## config.mk

```make
export PLATFORM = sky130hd
export DESIGN_NAME = decode_stage
export DESIGN_NICKNAME = d
export VERILOG_FILES = /design/src/rtl/ctrl_pkg.sv /design/src/rtl/ctrl_decode.sv /design/src/rtl/decode_stage.sv
export SDC_FILE = /design/constraint.sdc
export NUM_CORES = 1
export LEC_CHECK = 0
export BUFFER_PORTS_ARGS = -buffer_cell sky130_fd_sc_hd__buf_2
export CELL_PAD_IN_SITES_DETAIL_PLACEMENT = 1
export CELL_PAD_IN_SITES_GLOBAL_PLACEMENT = 1
export CORE_MARGIN = 2
export CORE_UTILIZATION = 38
export CTS_CLUSTER_DIAMETER = 60
export DETAILED_ROUTE_END_ITERATION = 8
export PLACE_DENSITY = 0.78
export SYNTH_ARGS = -nofsm -noshare
export SYNTH_HDL_FRONTEND = slang
export SYNTH_SLANG_ARGS = --single-unit
```

## constraint.sdc

```tcl
create_clock -name clk -period 2.75 [get_ports clk]
set_clock_uncertainty 0.1 [all_clocks]
set_input_delay 0.4125 -clock clk [delete_from_list [all_inputs] [get_ports clk]]
set_output_delay 0.4125 -clock clk [all_outputs]
set_load 0.01 [all_outputs]
```

## src/rtl/ctrl_pkg.sv

```systemverilog
// Shared decode definitions: RISC-V opcodes, function-field constants and the
// packed control word handed from decode to execute.
package ctrl_pkg;

  // Major opcodes (inst[6:0])
  localparam logic [6:0] OPC_LOAD      = 7'b0000011;
  localparam logic [6:0] OPC_MISC_MEM  = 7'b0001111;
  localparam logic [6:0] OPC_OP_IMM    = 7'b0010011;
  localparam logic [6:0] OPC_AUIPC     = 7'b0010111;
  localparam logic [6:0] OPC_OP_IMM_32 = 7'b0011011;
  localparam logic [6:0] OPC_STORE     = 7'b0100011;
  localparam logic [6:0] OPC_OP        = 7'b0110011;
  localparam logic [6:0] OPC_LUI       = 7'b0110111;
  localparam logic [6:0] OPC_OP_32     = 7'b0111011;
  localparam logic [6:0] OPC_BRANCH    = 7'b1100011;
  localparam logic [6:0] OPC_JALR      = 7'b1100111;
  localparam logic [6:0] OPC_JAL       = 7'b1101111;
  localparam logic [6:0] OPC_SYSTEM    = 7'b1110011;

  // fn7 encodings for register-register ops and 32-bit shifts
  localparam logic [6:0] FN7_BASE   = 7'b0000000;
  localparam logic [6:0] FN7_ALT    = 7'b0100000;
  localparam logic [6:0] FN7_MULDIV = 7'b0000001;

  // fn6 encodings for 64-bit immediate shifts (shamt[5] lives in inst[25])
  localparam logic [5:0] FN6_BASE = 6'b000000;
  localparam logic [5:0] FN6_ALT  = 6'b010000;

  // Decoded control word; first field is the MSB.
  typedef struct packed {
    logic [2:0] alu_op;
    logic       alu_imm;
    logic       alu_sub;
    logic       alu_sra;
    logic       alu_w;
    logic       md;
    logic       rd_w;
    logic       ld_upper;
    logic       add_pc;
    logic       jmp_reg;
    logic       is_branch;
    logic       is_jmp;
    logic       is_load;
    logic       is_store;
    logic       is_fence;
    logic       is_system;
    logic       illegal;
  } ctrl_t;

  localparam int CTRL_W = $bits(ctrl_t);

endpackage

```

## src/rtl/ctrl_decode.sv

```systemverilog
// Combinational RV32I/RV64I(+M) decoder: instruction word to control word,
// register indices and source-operand usage flags for hazard detection.
module ctrl_decode
  import ctrl_pkg::*;
#(
  parameter int XLEN  = 32,
  parameter bit M_EXT = 1'b1
) (
  input  logic [31:0] inst_i,
  output ctrl_t       ctrl_o,
  output logic [4:0]  rd_o,
  output logic [4:0]  rs1_o,
  output logic [4:0]  rs2_o,
  output logic        uses_rs1_o,
  output logic        uses_rs2_o
);

  localparam bit RV64 = (XLEN == 64);

  logic [6:0] opcode;
  logic [2:0] fn3;
  logic [6:0] fn7;
  ctrl_t      dec;
  logic       bad;
  logic       fmt_r, fmt_i, fmt_s, fmt_b;

  assign opcode = inst_i[6:0];
  assign fn3    = inst_i[14:12];
  assign fn7    = inst_i[31:25];
  assign rd_o   = inst_i[11:7];
  assign rs1_o  = inst_i[19:15];
  assign rs2_o  = inst_i[24:20];

  // Opcode-driven decode, illegal classification and masking of side effects
  // NOTE: every signal written here gets a default first, so no path leaves
  // one unassigned and no latch is inferred.
  always_comb begin
    dec        = '0;
    dec.alu_op = fn3;
    bad        = 1'b0;
    fmt_r      = 1'b0;
    fmt_i      = 1'b0;
    fmt_s      = 1'b0;
    fmt_b      = 1'b0;

    unique case (opcode)
      OPC_LOAD: begin
        fmt_i       = 1'b1;
        dec.alu_op  = 3'b000;
        dec.alu_imm = 1'b1;
        dec.rd_w    = 1'b1;
        dec.is_load = 1'b1;
        bad = (fn3 == 3'b111) || (!RV64 && (fn3 == 3'b011 || fn3 == 3'b110));
      end
      OPC_MISC_MEM: dec.is_fence = 1'b1;
      OPC_OP_IMM: begin
        fmt_i       = 1'b1;
        dec.alu_imm = 1'b1;
        dec.rd_w    = 1'b1;
        if (fn3 == 3'b001) begin
          bad = RV64 ? (fn7[6:1] != FN6_BASE) : (fn7 != FN7_BASE);
        end else if (fn3 == 3'b101) begin
          if (RV64) begin
            dec.alu_sra = (fn7[6:1] == FN6_ALT);
            bad         = (fn7[6:1] != FN6_BASE) && (fn7[6:1] != FN6_ALT);
          end else begin
            dec.alu_sra = (fn7 == FN7_ALT);
            bad         = (fn7 != FN7_BASE) && (fn7 != FN7_ALT);
          end
        end
      end
      OPC_OP_IMM_32: begin
        fmt_i       = 1'b1;
        dec.alu_imm = 1'b1;
        dec.alu_w   = RV64;
        dec.rd_w    = 1'b1;
        bad         = !RV64;
        if (fn3 == 3'b001) begin
          bad = bad || (fn7 != FN7_BASE);
        end else if (fn3 == 3'b101) begin
          dec.alu_sra = (fn7 == FN7_ALT);
          bad         = bad || ((fn7 != FN7_BASE) && (fn7 != FN7_ALT));
        end
      end
      OPC_OP, OPC_OP_32: begin
        fmt_r    = 1'b1;
        dec.rd_w = 1'b1;
        if (opcode == OPC_OP_32) begin
          dec.alu_w = RV64;
          bad       = !RV64;
        end
        if (M_EXT && fn7 == FN7_MULDIV) begin
          dec.md = 1'b1;
        end else if (fn7 == FN7_ALT && (fn3 == 3'b000 || fn3 == 3'b101)) begin
          dec.alu_sub = (fn3 == 3'b000);
          dec.alu_sra = (fn3 == 3'b101);
        end else if (fn7 != FN7_BASE) begin
          bad = 1'b1;
        end
      end
      OPC_AUIPC: begin
        dec.add_pc = 1'b1;
        dec.rd_w   = 1'b1;
      end
      OPC_LUI: begin
        dec.ld_upper = 1'b1;
        dec.rd_w     = 1'b1;
      end
      OPC_STORE: begin
        fmt_s        = 1'b1;
        dec.alu_op   = 3'b000;
        dec.alu_imm  = 1'b1;
        dec.is_store = 1'b1;
        bad = fn3[2] || (!RV64 && fn3 == 3'b011);
      end
      OPC_BRANCH: begin
        fmt_b         = 1'b1;
        dec.is_branch = 1'b1;
        bad = (fn3 == 3'b010) || (fn3 == 3'b011);
      end
      OPC_JALR: begin
        fmt_i       = 1'b1;
        dec.alu_op  = 3'b000;
        dec.alu_imm = 1'b1;
        dec.rd_w    = 1'b1;
        dec.is_jmp  = 1'b1;
        dec.jmp_reg = 1'b1;
        bad         = (fn3 != 3'b000);
      end
      OPC_JAL: begin
        dec.alu_op = 3'b000;
        dec.rd_w   = 1'b1;
        dec.is_jmp = 1'b1;
      end
      OPC_SYSTEM: dec.is_system = 1'b1;
      default: bad = 1'b1;
    endcase

    // An illegal word still flows down the pipe, but with no architectural
    // side effects so execute can raise the exception cleanly.
    dec.illegal = bad;
    if (bad) begin
      dec.rd_w      = 1'b0;
      dec.is_load   = 1'b0;
      dec.is_store  = 1'b0;
      dec.is_branch = 1'b0;
      dec.is_jmp    = 1'b0;
      dec.md        = 1'b0;
    end
  end

  assign ctrl_o     = dec;
  assign uses_rs1_o = fmt_r || fmt_i || fmt_s || fmt_b;
  assign uses_rs2_o = fmt_r || fmt_s || fmt_b;

endmodule

```

## src/rtl/decode_stage.sv

```systemverilog
// Registered decode stage: valid/ready handshake on both sides, one-bubble
// load-use interlock and a flush that kills the stage contents.
module decode_stage
  import ctrl_pkg::*;
#(
  parameter int XLEN  = 32,
  parameter bit M_EXT = 1'b1
) (
  input  logic              clk,
  input  logic              rst_n,
  input  logic              flush,
  input  logic              in_valid,
  output logic              in_ready,
  input  logic [31:0]       in_inst,
  input  logic [XLEN-1:0]   in_pc,
  output logic              out_valid,
  input  logic              out_ready,
  output logic [CTRL_W-1:0] out_ctrl,
  output logic [4:0]        out_rd,
  output logic [4:0]        out_rs1,
  output logic [4:0]        out_rs2,
  output logic [XLEN-1:0]   out_pc,
  output logic [31:0]       out_inst
);

  ctrl_t      dec_ctrl;
  logic [4:0] dec_rd, dec_rs1, dec_rs2;
  logic       dec_uses_rs1, dec_uses_rs2;

  logic            valid_q, valid_d;
  ctrl_t           ctrl_q;
  logic [4:0]      rd_q, rs1_q, rs2_q;
  logic [XLEN-1:0] pc_q;
  logic [31:0]     inst_q;
  logic            hazard, accept;

  ctrl_decode #(
    .XLEN  (XLEN),
    .M_EXT (M_EXT)
  ) u_dec (
    .inst_i     (in_inst),
    .ctrl_o     (dec_ctrl),
    .rd_o       (dec_rd),
    .rs1_o      (dec_rs1),
    .rs2_o      (dec_rs2),
    .uses_rs1_o (dec_uses_rs1),
    .uses_rs2_o (dec_uses_rs2)
  );

  // Load-use interlock, input handshake and next valid state
  // NOTE: combinational logic uses blocking '=' so later lines see the values
  // computed above them in the same evaluation.
  always_comb begin
    hazard = valid_q && ctrl_q.is_load && (rd_q != 5'd0) &&
             ((dec_uses_rs1 && dec_rs1 == rd_q) ||
              (dec_uses_rs2 && dec_rs2 == rd_q));
    in_ready = !flush && !hazard && (!valid_q || out_ready);
    accept   = in_valid && in_ready;
    valid_d  = valid_q;
    if (flush) begin
      valid_d = 1'b0;
    end else if (accept) begin
      valid_d = 1'b1;
    end else if (out_ready) begin
      valid_d = 1'b0;
    end
  end

  // Output register: loads on accept, otherwise holds
  // NOTE: sequential state uses non-blocking '<=' so every register samples
  // pre-edge values. Payload registers are reset as well because the
  // outputs must read zero while in reset.
  always_ff @(posedge clk or negedge rst_n) begin
    if (!rst_n) begin
      valid_q <= 1'b0;
      ctrl_q  <= '0;
      rd_q    <= '0;
      rs1_q   <= '0;
      rs2_q   <= '0;
      pc_q    <= '0;
      inst_q  <= '0;
    end else begin
      valid_q <= valid_d;
      if (accept) begin
        ctrl_q <= dec_ctrl;
        rd_q   <= dec_rd;
        rs1_q  <= dec_rs1;
        rs2_q  <= dec_rs2;
        pc_q   <= in_pc;
        inst_q <= in_inst;
      end
    end
  end

  assign out_valid = valid_q;
  assign out_ctrl  = ctrl_q;
  assign out_rd    = rd_q;
  assign out_rs1   = rs1_q;
  assign out_rs2   = rs2_q;
  assign out_pc    = pc_q;
  assign out_inst  = inst_q;

endmodule

```

# --- Word-level counts from Yosys, hierarchy flattened ---
# Index checks and enable logic that the tools add are counted.
# W data, S select, Z words.
word_totals:
  output_inout_bits: 100
  word_cells: 118
  reg_bits: 98
  inputBits: 69
classes:
  muxes: 34
  reduce_logical: 38
  eq_ne: 24
op_table:
  columns: ["operator", "n"]
  rows:
  - ["$eq A7 B6 Y1 const B", 5]
  - ["$eq A7 B7 Y1 const B", 4]
  - ["$mux W1", 27]
  - ["$eq A7 B5 Y1 const B", 3]
  - ["$logic_or A1 B1 Y1", 12]
  - ["$eq A5 B5 Y1", 2]
  - ["$logic_and A1 B1 Y1", 10]
  - ["$reduce_or A5 Y1", 2]
  - ["$eq A3 B3 Y1 const B", 3]
  - ["$reduce_or A9 Y1", 1]
  - ["$reduce_or A4 Y1", 2]
  - ["$eq A7 B1 Y1 const B", 1]
  - ["$eq A7 B2 Y1 const B", 1]
  - ["$eq A7 B4 Y1 const B", 1]
  - ["$ne A7 B6 Y1 const B", 1]
  - ["$pmux W1 S7", 1]
  - ["$reduce_bool A7 Y1", 1]
  - ["$eq A3 B2 Y1 const B", 2]
  - ["$mux W2", 3]
  - ["$reduce_bool A3 Y1", 2]
  - ["$reduce_or A2 Y1", 3]
  - ["$reduce_bool A5 Y1", 1]
  - ["$mux W4", 1]
  - ["$eq A3 B1 Y1 const B", 1]
  - ["other kinds (4)", 6]

# --- Depth between registers and ports, before layout ---
logic_depth:
  ltp_word: 15
  ltp_mapped: 9
  depth_no_buf: 6

# --- By module ---
# From an unflattened synthesis, not the netlist that was laid out.
unflattened:
  hier_cells: 339
  hier_area_um2: 4639.4
by_module_without_submodules:
  columns: ["mod", "area_each_um2", "cells_per_inst", "instances"]
  rows:
  - ["decode_stage", 3951.3, 230, 1]
  - ["ctrl_decode", 688.2, 109, 1]

# --- Worst setup path before layout ---
# OpenSTA, ideal clock, no wires.
synth_timing:
  path_type: "in2reg"
  startpoint: "input port in_inst[3]"
  endpoint: "register ctrl_q, in the netlist out_ctrl[13]"
  arrival_ns: 2.333
  cell_stages: 8
  slack_ns: 0.192
  cell_sequence: "and4bb_1 > nand3_1 > a2111o_1 > a2111oi_2 > nor4b_1 > buf_4 > buf_6 > mux2_4"
synth_via:
  elab_chain_len: 13
  elab_cells_between_ends: 29
  cone_classes: "8 x eq/ne; 5 x mux; 16 x reduce/logical"
synth_rtl:
  columns: ["item", "line_no", "text"]
  rows:
  - ["start: declaration", "decode_stage.sv:14", "input logic [31:0] in_inst,"]
  - ["$eq A7 B5 Y1, or another cell as far along", "ctrl_decode.sv:46", "unique case (opcode)"]
  - ["$reduce_or A4 Y1 (no source line) or $reduce_or A2 Y1 (tied branches)", null, null]
  - ["$mux W1", "ctrl_decode.sv:46", null]
  - ["$logic_or A1 B1 Y1 (3 in a row)", "ctrl_decode.sv:153", "assign uses_rs1_o = fmt_r || fmt_i || fmt_s || fmt_b;"]
  - ["$logic_and A1 B1 Y1", "decode_stage.sv:55", "((dec_uses_rs1 && dec_rs1 == rd_q) ||"]
  - ["$logic_or A1 B1 Y1", "decode_stage.sv:55", null]
  - ["$logic_and A1 B1 Y1", "decode_stage.sv:54", "hazard = valid_q && ctrl_q.is_load && (rd_q != 5'd0) &&"]
  - ["$logic_not A1 Y1", "decode_stage.sv:57", "in_ready = !flush && !hazard && (!valid_q || out_ready);"]
  - ["$logic_and A1 B1 Y1 (2 in a row)", "decode_stage.sv:57", null]
  - ["$logic_and A1 B1 Y1", "decode_stage.sv:58", "accept = in_valid && in_ready;"]
  - ["end signal: assignment", "decode_stage.sv:85", "ctrl_q <= dec_ctrl;"]
  - ["end: declaration", "decode_stage.sv:31", "ctrl_t ctrl_q;"]
# Parallel ways exist; a longest one is shown, timed or not.
# A chain may end at the register's enable or synchronous reset.

# --- Worst setup path after layout ---
layout_timing:
  startpoint: "register rd_q[1] (netlist: out_rd[1])"
  endpoint: "output port in_ready"
layout_via:
  elab_chain_len: 7
  elab_cells_between_ends: 11
  cone_classes: "2 x eq/ne; 9 x reduce/logical"
layout_rtl:
  columns: ["item", "line_no", "text"]
  rows:
  - ["start: declaration", "decode_stage.sv:32", "logic [4:0] rd_q, rs1_q, rs2_q;"]
  - ["start signal: assignment", "decode_stage.sv:86", "rd_q <= dec_rd;"]
  - ["$eq A5 B5 Y1 (on tied branches)", "decode_stage.sv:55, decode_stage.sv:56", null]
  - ["$logic_and A1 B1 Y1 (on tied branches)", "decode_stage.sv:55, decode_stage.sv:56", null]
  - ["$logic_or A1 B1 Y1", "decode_stage.sv:55", null]
  - ["$logic_and A1 B1 Y1 *", "decode_stage.sv:54", null]
  - ["$logic_not A1 Y1 *", "decode_stage.sv:57", null]
  - ["$logic_and A1 B1 Y1 * (2 in a row)", "decode_stage.sv:57", null]
  - ["end: declaration", "decode_stage.sv:13", "output logic in_ready,"]
# Every way passes the cells marked *; elsewhere a longest branch is shown, timed or not.

==> impl_metrics.tcl <==
set metrics [dict create \
    gp_congestion 0.7746 \
    drt_iter0_drc 165 \
    htreeDepth 3 \
    min_period_ps 2814 \
    die_y_um 107.9 \
    cts.sinks 83 \
    die_x_um 107.9 \
    drive_gt1_share_pct 62.00 \
    clockBufferDepth 2 \
    portBuffers 167 \
    synth.avg_cell_area_um2 13.76 \
    clock_latency_ps 350 \
    vias 3058 \
    status "finished, violations left" \
    synthesis.area_mm2 0.004101 \
    antenna_found_initial 0 \
    cp.buffers_inverters 3 \
    final_antenna_net_count 0 \
    routed_wl_mm 11.23 \
    violations "negative setup slack" \
    crit_top_cell "buf_4" \
    layout_setup_ws_ps -63.79 \
    nets 543 \
    ys_seq_area_share_pct 50.64 \
    wl_met3_um 488 \
    grt_pass1_vias 3321 \
    rsz0062_at_grt "yes" \
    drv_slew 0 \
    worstSetupEndpointType "primary output" \
    worstPathMaxFanout 5 \
    arrival_ps 2300 \
    pwr-share-comb_pct 27.8 \
    ys_seq_elements 83 \
    post-place-cells 598 \
    syn_to_final_growth_pct 32.40 \
    critPathSlowestCell "a2111o_1" \
    ff2ff_setup_slack_ps 180 \
    wl_met1_mm 4.696 \
    n_fill_cell 1142 \
    crit_chain "buf_4 > xnor2_4 > nand3_2 > a2111o_1 > a2111oi_4 > buf_4 > nor3_2 > buf_2" \
    wl_per_cell_um 18.26 \
    dp_hpwl_mm 8.389 \
    core_mm2 0.01042 \
    yosysWarnings 0 \
    power_density_mw_per_mm2 623.6 \
    critPathKind "reg -> out" \
    grt_pass1_wl_mm 17.53 \
    grt_overflow_total 0 \
    cpLargestDelayFamily "compound AO/OA/AOI/OAI gates" \
    met2_wirelength_mm 5.829 \
    grt_start_max_net_pins 49 \
    cts_buffers 9 \
    fin_cells 615 \
    synth-edff-count 0 \
    netlist_instances 298 \
    setup_viol 1 \
    swShare_pct 30.32 \
    tightest_slew_ps 499.4 \
    cts_root_buf "clkbuf_8" \
    drc 0 \
    power.share.sequential_pct 44.6 \
    cp_slowest_stage_delay_ps 390 \
    syn_nets 367 \
    required_ps 2240 \
    final_hold_viol_count 0 \
    cts_tree "built" \
    power_switching_w 0.001027 \
    synthDistinctLibCells 41 \
    worstReg2RegEnd "out_pc[29]$_DFFE_PN0P_" \
    hold_ws_ps 174.1 \
    gr-usage-all-layers_pct 19.58 \
    p_leak_nw 2.746 \
    cap_violations 0 \
    antenna_cells 0 \
    vias_per_cell 4.972 \
    power_frac_clock_pct 27.6 \
    boundaryPins 169 \
    rr_startpoint "out_rd[2]$_DFFE_PN0P_" \
    dominantRegCellSynth "dfrtp_1" \
    fmax_mhz 355.4 \
    hp-class "in -> reg" \
    post_cts_buffers 0 \
    first_pass_iters 6 \
    start_util_pct 39.38 \
    postSynth.asyncResetShare_pct 100.0 \
    start_kind "register" \
    slew_headroom_pct 66.56 \
    p_int_w 0.002360 \
    setup_tns_ps -63.79 \
    ir_drop_mv 0.3197 \
    rows 37 \
    worstHoldStart "in_pc[17]" \
    top_layer "met4" \
    path_clk_slew_ps 90 \
    min_path_cells 2 \
    whs_endpoint "out_pc[17]$_DFFE_PN0P_" \
    fin_crit_sh_pct 102.3 \
    r2r_cells 6 \
    dieArea_mm2 0.01164 \
    cp_num_cells 8 \
]
## layout by cell type (no fill, tap or decap), types with 5 or more instances in the layout
cell type and instances:
mux2_4 65, clkbuf_8 10, nor3_1 9, buf_4 23, dfrtp_1 82, mux2i_1 5
xor2_1 6, buf_2 166, inv_1 10, nand2_1 12, nor2_1 7, mux2_2 13
nand3_1 6
## worst max path at each step
| stage | start | to | slack [ps] |
|---|---|---|---|
| after global placement | in_inst[3] | out_pc[23]$_DFFE_PN0P_ | 5 |
| final | out_rd[1]$_DFFE_PN0P_ | in_ready | -60 |
| after floorplan | in_inst[3] | out_ctrl[13]$_DFFE_PN0P_ | 190 |
| after detailed placement | in_inst[3] | out_pc[13]$_DFFE_PN0P_ | -50 |
| after global routing | out_rd[1]$_DFFE_PN0P_ | in_ready | -160 |
| after CTS | out_rd[2]$_DFFE_PN0P_ | out_ctrl[11]$_DFFE_PN0P_ | -60 |
## synth_stat cells (all sizes together) (2+ instances only)
cell    number  area, um2
a21oi        2      10.01
a31oi        3      18.77
buf         24      206.5
clkbuf       6      22.52
dfrtp       83       2077
inv         10      37.54
mux2        78       1122
mux2i        5      50.05
nand2       12      45.04
nand2b       2      12.51
nand3        7      35.03
nand4b       4      35.03
nor2         7      26.28
nor2b        4      25.02
nor3        10      50.05
nor4b        3      26.28
o21ai        3      15.01
o22ai        2      12.51
or3          3      18.77
or4          2      15.01
xnor2        5      43.79
xor2         6      52.55
## kinds of logic (layout without fill, tap and decap cells)
kind of cell               Yosys count  count (layout)  synth area share [%]
AOI/OAI and AO/OA                   18              18                 3.234
xor gates and xnor gates            11              11                 2.349
adders and majority gates            1               1                0.2441
buffers and inverters               40             221                 6.498
DFF                                 83              83                 50.64
muxes                               83              83                 28.58
other                                1               1               0.09143
and+or+nand+nor                     61              61                 8.359
## layer usage
layer	global-route usage, %	up-vias
met3	2.906	20
met5	0	-
met4	7.784	0
met2	34.23	125
li1	-	1389
met1	24.17	1524
## worst register-to-register path, delay by kind of cell, from the launching register on
| family | cells | cell delay [ps] |
|---|---|---|
| simple gates | 3 | 1200 |
| flops | 1 | 390 |
| mux | 1 | 370 |
| buf+inv | 1 | 310 |
| compound gates | 1 | 100 |
## per-stage QoR
| step | power, W | worst slack, ps | instance area (um2) | utilization [%] |
|---|---|---|---|---|
| 3_5_place_dp | 0.002456 | -46.69 | 5140 | 49.35 |
| 3_3_place_gp | 0.002421 | 4.932 | 5140 | 49.35 |
| 6_report | 0.003386 | -63.79 | 5430 | 52.13 |
| 2_1_floorplan | 0.002073 | 192.2 | 4101 | - |
| 5_1_grt | 0.003566 | -155.3 | 5430 | 52.13 |
| 4_1_cts | 0.003414 | -61.69 | 5398 | 51.82 |
## registers in the layout, summed over array words and instances (netlist names)
name,count
out_inst,20
out_rd,4
out_valid,1
out_rs2,4
out_rs1,4
out_ctrl,18
out_pc,32
## power by group through the flow
stage / logic [W] / registers [W] / clock network (W)
2_1_floorplan: 0.000456 / 0.00162 / 0
3_3_place_gp: 0.000902 / 0.00152 / 0
3_5_place_dp: 0.000926 / 0.00153 / 0
4_1_cts: 0.000943 / 0.00151 / 0.000959
5_1_grt: 0.00101 / 0.00154 / 0.00102
6_report: 0.000942 / 0.00151 / 0.000935
## area by class of cell
type	count	area, um2	share of cell area (%)
Timing Repair Buffer	195	1105	20.35
Sequential cell	83	2078	38.27
Multi-Input combinational cell	175	1829	33.69
Tap cell	136	170.2	3.134
Clock buffer	10	137.6	2.535
Inverter	10	37.54	0.6912
Clock inverter	6	72.57	1.336
## repair_timing
| action | 4_1_cts | 5_1_grt |
|---|---|---|
| hold endpoints to repair | 35 | 0 |
| setup endpoints to repair | 5 | 82 |
| gates resized for setup | 6 | 4 |
| pin swaps | 4 | 0 |
| hold buffers | 1 | 0 |
(Power assumes the default switching activity.)
